<file path="config.mk">
export PLATFORM = sky130hd
export DESIGN_NAME = motor_pwm_ramp
export DESIGN_NICKNAME = d
export VERILOG_FILES = /design/src/rtl/motor_pwm_ramp.sv
export SDC_FILE = /design/constraint.sdc
export NUM_CORES = 1
export LEC_CHECK = 0
export CORE_MARGIN = 2
export CORE_UTILIZATION = 23
export DETAILED_ROUTE_END_ITERATION = 12
export SETUP_SLACK_MARGIN = 0.1
export SYNTH_ARGS = -nofsm -noshare
export SYNTH_HDL_FRONTEND = slang
export SYNTH_SLANG_ARGS = --single-unit
</file>
<file path="constraint.sdc">
create_clock -name clk -period 4.05 [get_ports clk]
set_input_delay 0.81 -clock clk [delete_from_list [all_inputs] [get_ports clk]]
set_output_delay 0.81 -clock clk [all_outputs]
set_load 0.01 [all_outputs]
</file>
<file path="src/rtl/motor_pwm_ramp.sv">
// motor_pwm_ramp: maps the tracker drive mode to left/right wheel PWM enables.
// Duty changes are slew-limited once per PWM period (soft start), and any change
// of wheel direction class (forward / pivot-left / pivot-right / reverse) forces
// a number of full zero-duty periods so the H-bridge never reverses under load.
module motor_pwm_ramp #(
    parameter int PWM_BITS     = 10,
    parameter int PRESCALE     = 98,
    parameter int DUTY_FAST    = 720,
    parameter int DUTY_SLOW    = 560,
    parameter int DUTY_PIVOT   = 640,
    parameter int RAMP_STEP    = 64,
    parameter int DEAD_PERIODS = 4
) (
    input  logic                clk,
    input  logic                rst,
    input  logic [2:0]          mode,
    input  logic                stop,
    output logic [1:0]          pwm,
    output logic [PWM_BITS-1:0] duty_l,
    output logic [PWM_BITS-1:0] duty_r,
    output logic                period_start
);

    localparam int PS_W = (PRESCALE > 1) ? $clog2(PRESCALE) : 1;
    localparam int DC_W = $clog2(DEAD_PERIODS + 1);

    localparam logic [PS_W-1:0]     PS_LAST  = PS_W'(PRESCALE - 1);
    localparam logic [PWM_BITS-1:0] CNT_LAST = {PWM_BITS{1'b1}};
    localparam logic [PWM_BITS-1:0] D_FAST   = PWM_BITS'(DUTY_FAST);
    localparam logic [PWM_BITS-1:0] D_SLOW   = PWM_BITS'(DUTY_SLOW);
    localparam logic [PWM_BITS-1:0] D_PIVOT  = PWM_BITS'(DUTY_PIVOT);
    localparam logic [PWM_BITS-1:0] D_ZERO   = {PWM_BITS{1'b0}};
    localparam logic [PWM_BITS-1:0] D_STEP   = PWM_BITS'(RAMP_STEP);
    localparam logic [DC_W-1:0]     DEAD_END = DC_W'(DEAD_PERIODS);

    typedef enum logic [0:0] {ST_RUN = 1'b0, ST_DEAD = 1'b1} state_t;
    typedef enum logic [1:0] {CL_FWD = 2'd0, CL_PIVL = 2'd1, CL_PIVR = 2'd2, CL_REV = 2'd3} class_t;

    logic [PS_W-1:0]     presc_q, presc_d;
    logic [PWM_BITS-1:0] cnt_q, cnt_d;
    state_t              state_q, state_d;
    class_t              class_q, class_d;
    logic [DC_W-1:0]     dead_q, dead_d;
    logic [PWM_BITS-1:0] duty_l_q, duty_l_d, duty_r_q, duty_r_d;
    logic [1:0]          pwm_q, pwm_d;
    logic                period_start_q, period_start_d;

    logic                tick_s, wrap_s, class_chg_s;
    logic [PWM_BITS-1:0] tgt_l_s, tgt_r_s;
    class_t              mode_cls_s;
    logic [DC_W-1:0]     dead_inc_s;

    // Move a duty toward its target by at most one ramp step, never overshooting.
    function automatic logic [PWM_BITS-1:0] ramp_toward(input logic [PWM_BITS-1:0] cur,
                                                        input logic [PWM_BITS-1:0] tgt);
        logic [PWM_BITS-1:0] diff;
        if (tgt > cur) begin
            diff = tgt - cur;
            ramp_toward = (diff > D_STEP) ? (cur + D_STEP) : tgt;
        end else begin
            diff = cur - tgt;
            ramp_toward = (diff > D_STEP) ? (cur - D_STEP) : tgt;
        end
    endfunction

    assign tick_s      = (presc_q == PS_LAST);
    assign wrap_s      = tick_s && (cnt_q == CNT_LAST);
    assign class_chg_s = (mode_cls_s != class_q);
    assign dead_inc_s  = dead_q + DC_W'(1);

    // Decode drive mode into wheel duty targets and direction class.
    always_comb begin
        tgt_l_s    = D_ZERO;
        tgt_r_s    = D_ZERO;
        mode_cls_s = class_q;
        case (mode)
            3'd0: begin tgt_l_s = D_SLOW;  tgt_r_s = D_FAST;  mode_cls_s = CL_FWD;  end
            3'd1: begin tgt_l_s = D_FAST;  tgt_r_s = D_SLOW;  mode_cls_s = CL_FWD;  end
            3'd2: begin tgt_l_s = D_FAST;  tgt_r_s = D_FAST;  mode_cls_s = CL_FWD;  end
            3'd3: begin tgt_l_s = D_PIVOT; tgt_r_s = D_PIVOT; mode_cls_s = CL_PIVL; end
            3'd4: begin tgt_l_s = D_PIVOT; tgt_r_s = D_PIVOT; mode_cls_s = CL_PIVR; end
            3'd5: begin tgt_l_s = D_SLOW;  tgt_r_s = D_SLOW;  mode_cls_s = CL_REV;  end
            default: begin tgt_l_s = D_ZERO; tgt_r_s = D_ZERO; mode_cls_s = class_q; end
        endcase
    end

    // Next-state logic: timebase, RUN/DEAD sequencing and duty ramping.
    always_comb begin
        presc_d        = tick_s ? {PS_W{1'b0}} : (presc_q + PS_W'(1));
        cnt_d          = tick_s ? (cnt_q + PWM_BITS'(1)) : cnt_q;
        state_d        = state_q;
        class_d        = class_q;
        dead_d         = dead_q;
        duty_l_d       = duty_l_q;
        duty_r_d       = duty_r_q;
        pwm_d          = {(cnt_q < duty_l_q), (cnt_q < duty_r_q)};
        period_start_d = wrap_s;

        if (class_chg_s) begin
            // Direction class change wins over a coincident wrap and restarts dead time.
            state_d  = ST_DEAD;
            class_d  = mode_cls_s;
            dead_d   = {DC_W{1'b0}};
            duty_l_d = D_ZERO;
            duty_r_d = D_ZERO;
        end else if (state_q == ST_DEAD) begin
            duty_l_d = D_ZERO;
            duty_r_d = D_ZERO;
            if (wrap_s) begin
                dead_d = dead_inc_s;
                if (dead_inc_s == DEAD_END) begin
                    state_d = ST_RUN;
                end else begin
                    state_d = ST_DEAD;
                end
            end else begin
                dead_d = dead_q;
            end
        end else if (stop) begin
            duty_l_d = D_ZERO;
            duty_r_d = D_ZERO;
        end else if (wrap_s) begin
            duty_l_d = ramp_toward(duty_l_q, tgt_l_s);
            duty_r_d = ramp_toward(duty_r_q, tgt_r_s);
        end else begin
            duty_l_d = duty_l_q;
            duty_r_d = duty_r_q;
        end
    end

    // State and output registers with asynchronous reset.
    always_ff @(posedge clk or posedge rst) begin
        if (rst) begin
            presc_q        <= {PS_W{1'b0}};
            cnt_q          <= {PWM_BITS{1'b0}};
            state_q        <= ST_RUN;
            class_q        <= CL_FWD;
            dead_q         <= {DC_W{1'b0}};
            duty_l_q       <= D_ZERO;
            duty_r_q       <= D_ZERO;
            pwm_q          <= 2'b00;
            period_start_q <= 1'b0;
        end else begin
            presc_q        <= presc_d;
            cnt_q          <= cnt_d;
            state_q        <= state_d;
            class_q        <= class_d;
            dead_q         <= dead_d;
            duty_l_q       <= duty_l_d;
            duty_r_q       <= duty_r_d;
            pwm_q          <= pwm_d;
            period_start_q <= period_start_d;
        end
    end

    assign pwm          = pwm_q;
    assign duty_l       = duty_l_q;
    assign duty_r       = duty_r_q;
    assign period_start = period_start_q;

endmodule

</file>
==> impl_metrics.ini, run 1 <==
[timing]
timing.final.crit_share = 0.921
max_freq_ghz = 0.268
slew_violations = 0
setup_viol = 0
rsz0062_at_grt = false
slew_headroom = 0.333
timing.hold.ws_ns = 0.491
timing_hold_violations_final = 0
worstMarginPinSlew_ns = 0.993
min_period_ns = 3.73
finClkSkew_ns = 0.00532
setup_tns_ns = 0

[synth]
synth-simple-area-share = 0.200
synth-seq-area-share = 0.304
syn_area_um2 = 3130
synth_top_family_by_area = simple AND/OR/NAND/NOR gates
synth_xor_xnor_area_share = 0.0560
synth_top_cells_by_count = ha_1, dfrtp_1, inv_1
synth_flop_cell = dfrtp_1
avgSynthCellArea_um2 = 8.81
synth_mux_area_frac = 0.0476
synthArstFlopShare = 1.00
synth_area_leader_cell = dfrtp_1
netlist_instances = 355
ys_ff_latch = 38
synth_top_cells_by_area = dfrtp_1, ha_1, a21oi_1
ys.warnings.count = 0
synth_compound_area_frac = 0.158
synth_top_cell_area_share = 0.304
synthAdderAreaFrac = 0.160
synth.distinct_cells = 56
synth.most_common_cell = ha_1
synth_edf_count = 0

[clocking]
cts_sinks = 38
cts.path.max_buffers = 2
cts_buffers = 5
cts_setup_buffers = 0
clock-root-buffer = clkbuf_16
cts_hold_buf = 0
cts_tree = yes
clkTransAtPathRegs_ns = 0.06
clk_latency_ns = 0.28
cts.repair.resized = 0
cts_max_level = 2

[drt]
wirelength_um = 7080
vias_per_cell = 4.54
drt_iter0_drc = 144
dr.pass1.iters = 4
route.met3.wl_um = 302
top_layer = met4
routed-via-count = 2523
drtAntennaViolNets = 0
drt-met1-wl_um = 3490
drc = 0
met2WireLength_um = 3190
avgRoutedWirePerCell_um = 12.7

[floorplan]
die_h_um = 121
io_pins = 29
core-area_um2 = 13200
die_w_um = 121
start_util = 0.236
die_area_um2 = 14500
num_rows = 42

[worst_setup_path]
path_class = in2reg
worstPathBufferInverterCount = 2
cp.required_ns = 4.24
crit_path_max_fanout = 10
start_kind = input pin
cpLargestDelayFamily = compound AO/OA/AOI/OAI gates
slowest_delay_ns = 0.56
path_cells = clkdlybuf4s50_1 > nor2_1 > inv_1 > a21oi_1 > ha_1 > o211ai_1 > nand2_1 > or4_1 > a32o_2 > mux2i_4 > a21oi_2 > a311oi_2
end_kind = flop
cp_slowest_cell = clkdlybuf4s50_1
arrival_ns = 3.92

[grt]
grt_pass1_vias = 2414
antenna_found_initial = 0
grt_max_degree = 39
grtUsageTotal = 0.101
grt_pass1_wl_um = 11800
overflow = 0

[pwr]
swShare = 0.243
leakagePower_uw = 0.00154
internal_power_uw = 724
peakVddDrop_mv = 0.119
power_switching_uw = 232
seqPwrFrac = 0.400
combPwrFrac = 0.133
p_clk_frac = 0.467
power.density_nw_per_um2 = 259

[placement]
place.gp.congestion = 0.876
port-buffer-count = 20
place_hpwl_um = 5460
dpl-instance-area_um2 = 3530

[run]
drv_cap = 0

[cells_and_area]
final_area_um2 = 3700
nNetsFinal = 425
drive_gt1_frac = 0.0895
antennaDiodeCount = 0
syn_to_final_growth_pct = 18.3

[outcome]
run_status = completed

[worst_hold_path]
hp-class = reg2reg
==> layout make-up <==
cell class | instances | area, um^2
multi-input cells | 276 | 1970
clock inverters | 3 | 45.0
inverters | 27 | 101
well taps | 176 | 220
fillers | 1407 | 9540
repair buffers | 31 | 283
flip-flops and latches | 38 | 951
clock buffers | 5 | 125
==> power by group through the flow <==
stage	Combinational, uW	Sequential [uW]	Clock (uW)
finish	127	383	447
floorplan	97.1	389	0
global route	142	383	477
detailed placement	126	390	0
CTS	127	383	457
global placement	124	390	0
==> state kept, by name, summed over array words and instances (netlist names) <==
register and flops:
period_start 1, cnt_q 10, presc_q 7, state_q 1, dead_q 3, duty_l 6
pwm 2, class_q 2, duty_r 6
==> final timing paths <==
path / startpoint / endpoint / slack [ns] / cells past startpoint
worst min register to register: presc_q[4] / presc_q[4] / 0.49 / 1
worst max register to register: duty_l[6] / duty_l[4] / 1.21 / 9
max in group asynchronous: rst / cnt_q[5] / 2.75 / 3
worst min-delay path: presc_q[4] / presc_q[4] / 0.49 / 1
min in group asynchronous: rst / dead_q[0] / 0.96 / 3
worst max-delay path: mode[0] / duty_l[4] / 0.32 / 12
==> per-layer routing <==
metal,track usage,up-vias
li1,-,1281
met1,0.135,1193
met5,0,-
met4,0.0305,0
met2,0.160,40
met3,0.0259,9
==> per-stage QoR <==
| step | instances | setup WS [ns] | utilization | total power, uW |
|---|---|---|---|---|
| after floorplan | 362 | 0.586 | - | 487 |
| after global placement | 548 | 0.151 | 0.267 | 513 |
| after detailed placement | 548 | 0.0698 | 0.267 | 516 |
| after CTS | 556 | 0.347 | 0.279 | 967 |
| after global routing | 556 | 0.107 | 0.279 | 1000 |
| final | 556 | 0.319 | 0.279 | 957 |
==> cells in the final DEF (no fill, tap or decap), types with 10 or more instances in the layout <==
| master | n |
|---|---|
| o21ai_0 | 19 |
| nand3_1 | 16 |
| a21oi_1 | 25 |
| xnor2_1 | 12 |
| clkdlybuf4s50_1 | 20 |
| buf_4 | 11 |
| nor2_1 | 21 |
| inv_1 | 27 |
| nand2b_1 | 10 |
| ha_1 | 40 |
| dfrtp_1 | 38 |
| nand2_1 | 24 |
==> logic make-up after synthesis <==
group                      count (synthesis)
buffers and inverters                     48
muxes                                     13
xor gates and xnor gates                  20
and+or+nand+nor                          119
other                                      1
adders and majority gates                 40
AOI/OAI and AO/OA                         76
DFF                                       38
==> worst register-to-register path, delay by kind of cell (launching register included) <==
family,cells,cell delay (ns)
flip-flops,1,0.51
AO/OA/AOI/OAI,4,0.88
adder cells (fa/ha/maj),1,0.35
buffers and inverters,1,0.17
AND/OR/NAND/NOR,2,0.60
multiplexers,1,0.24
(Power assumes the default switching activity.)
==> run 2: changes to the inputs <==
--- a/config.mk
+++ b/config.mk
@@ -9,6 +9,7 @@
 export CORE_UTILIZATION = 23
 export DETAILED_ROUTE_END_ITERATION = 12
 export SETUP_SLACK_MARGIN = 0.1
+export SLEW_MARGIN = 0
 export SYNTH_ARGS = -nofsm -noshare
 export SYNTH_HDL_FRONTEND = slang
 export SYNTH_SLANG_ARGS = --single-unit
==> results of run 2 <==
No change in the layout: final DEF, timing and power equal those of run 1.
==> run 3: changes to the inputs <==
--- a/config.mk
+++ b/config.mk
@@ -9,6 +9,7 @@
 export CORE_UTILIZATION = 23
 export DETAILED_ROUTE_END_ITERATION = 12
 export SETUP_SLACK_MARGIN = 0.1
+export SKIP_LAST_GASP = 1
 export SLEW_MARGIN = 0
 export SYNTH_ARGS = -nofsm -noshare
 export SYNTH_HDL_FRONTEND = slang
==> results of run 3 <==
No change in the layout: final DEF, timing and power equal those of run 1.
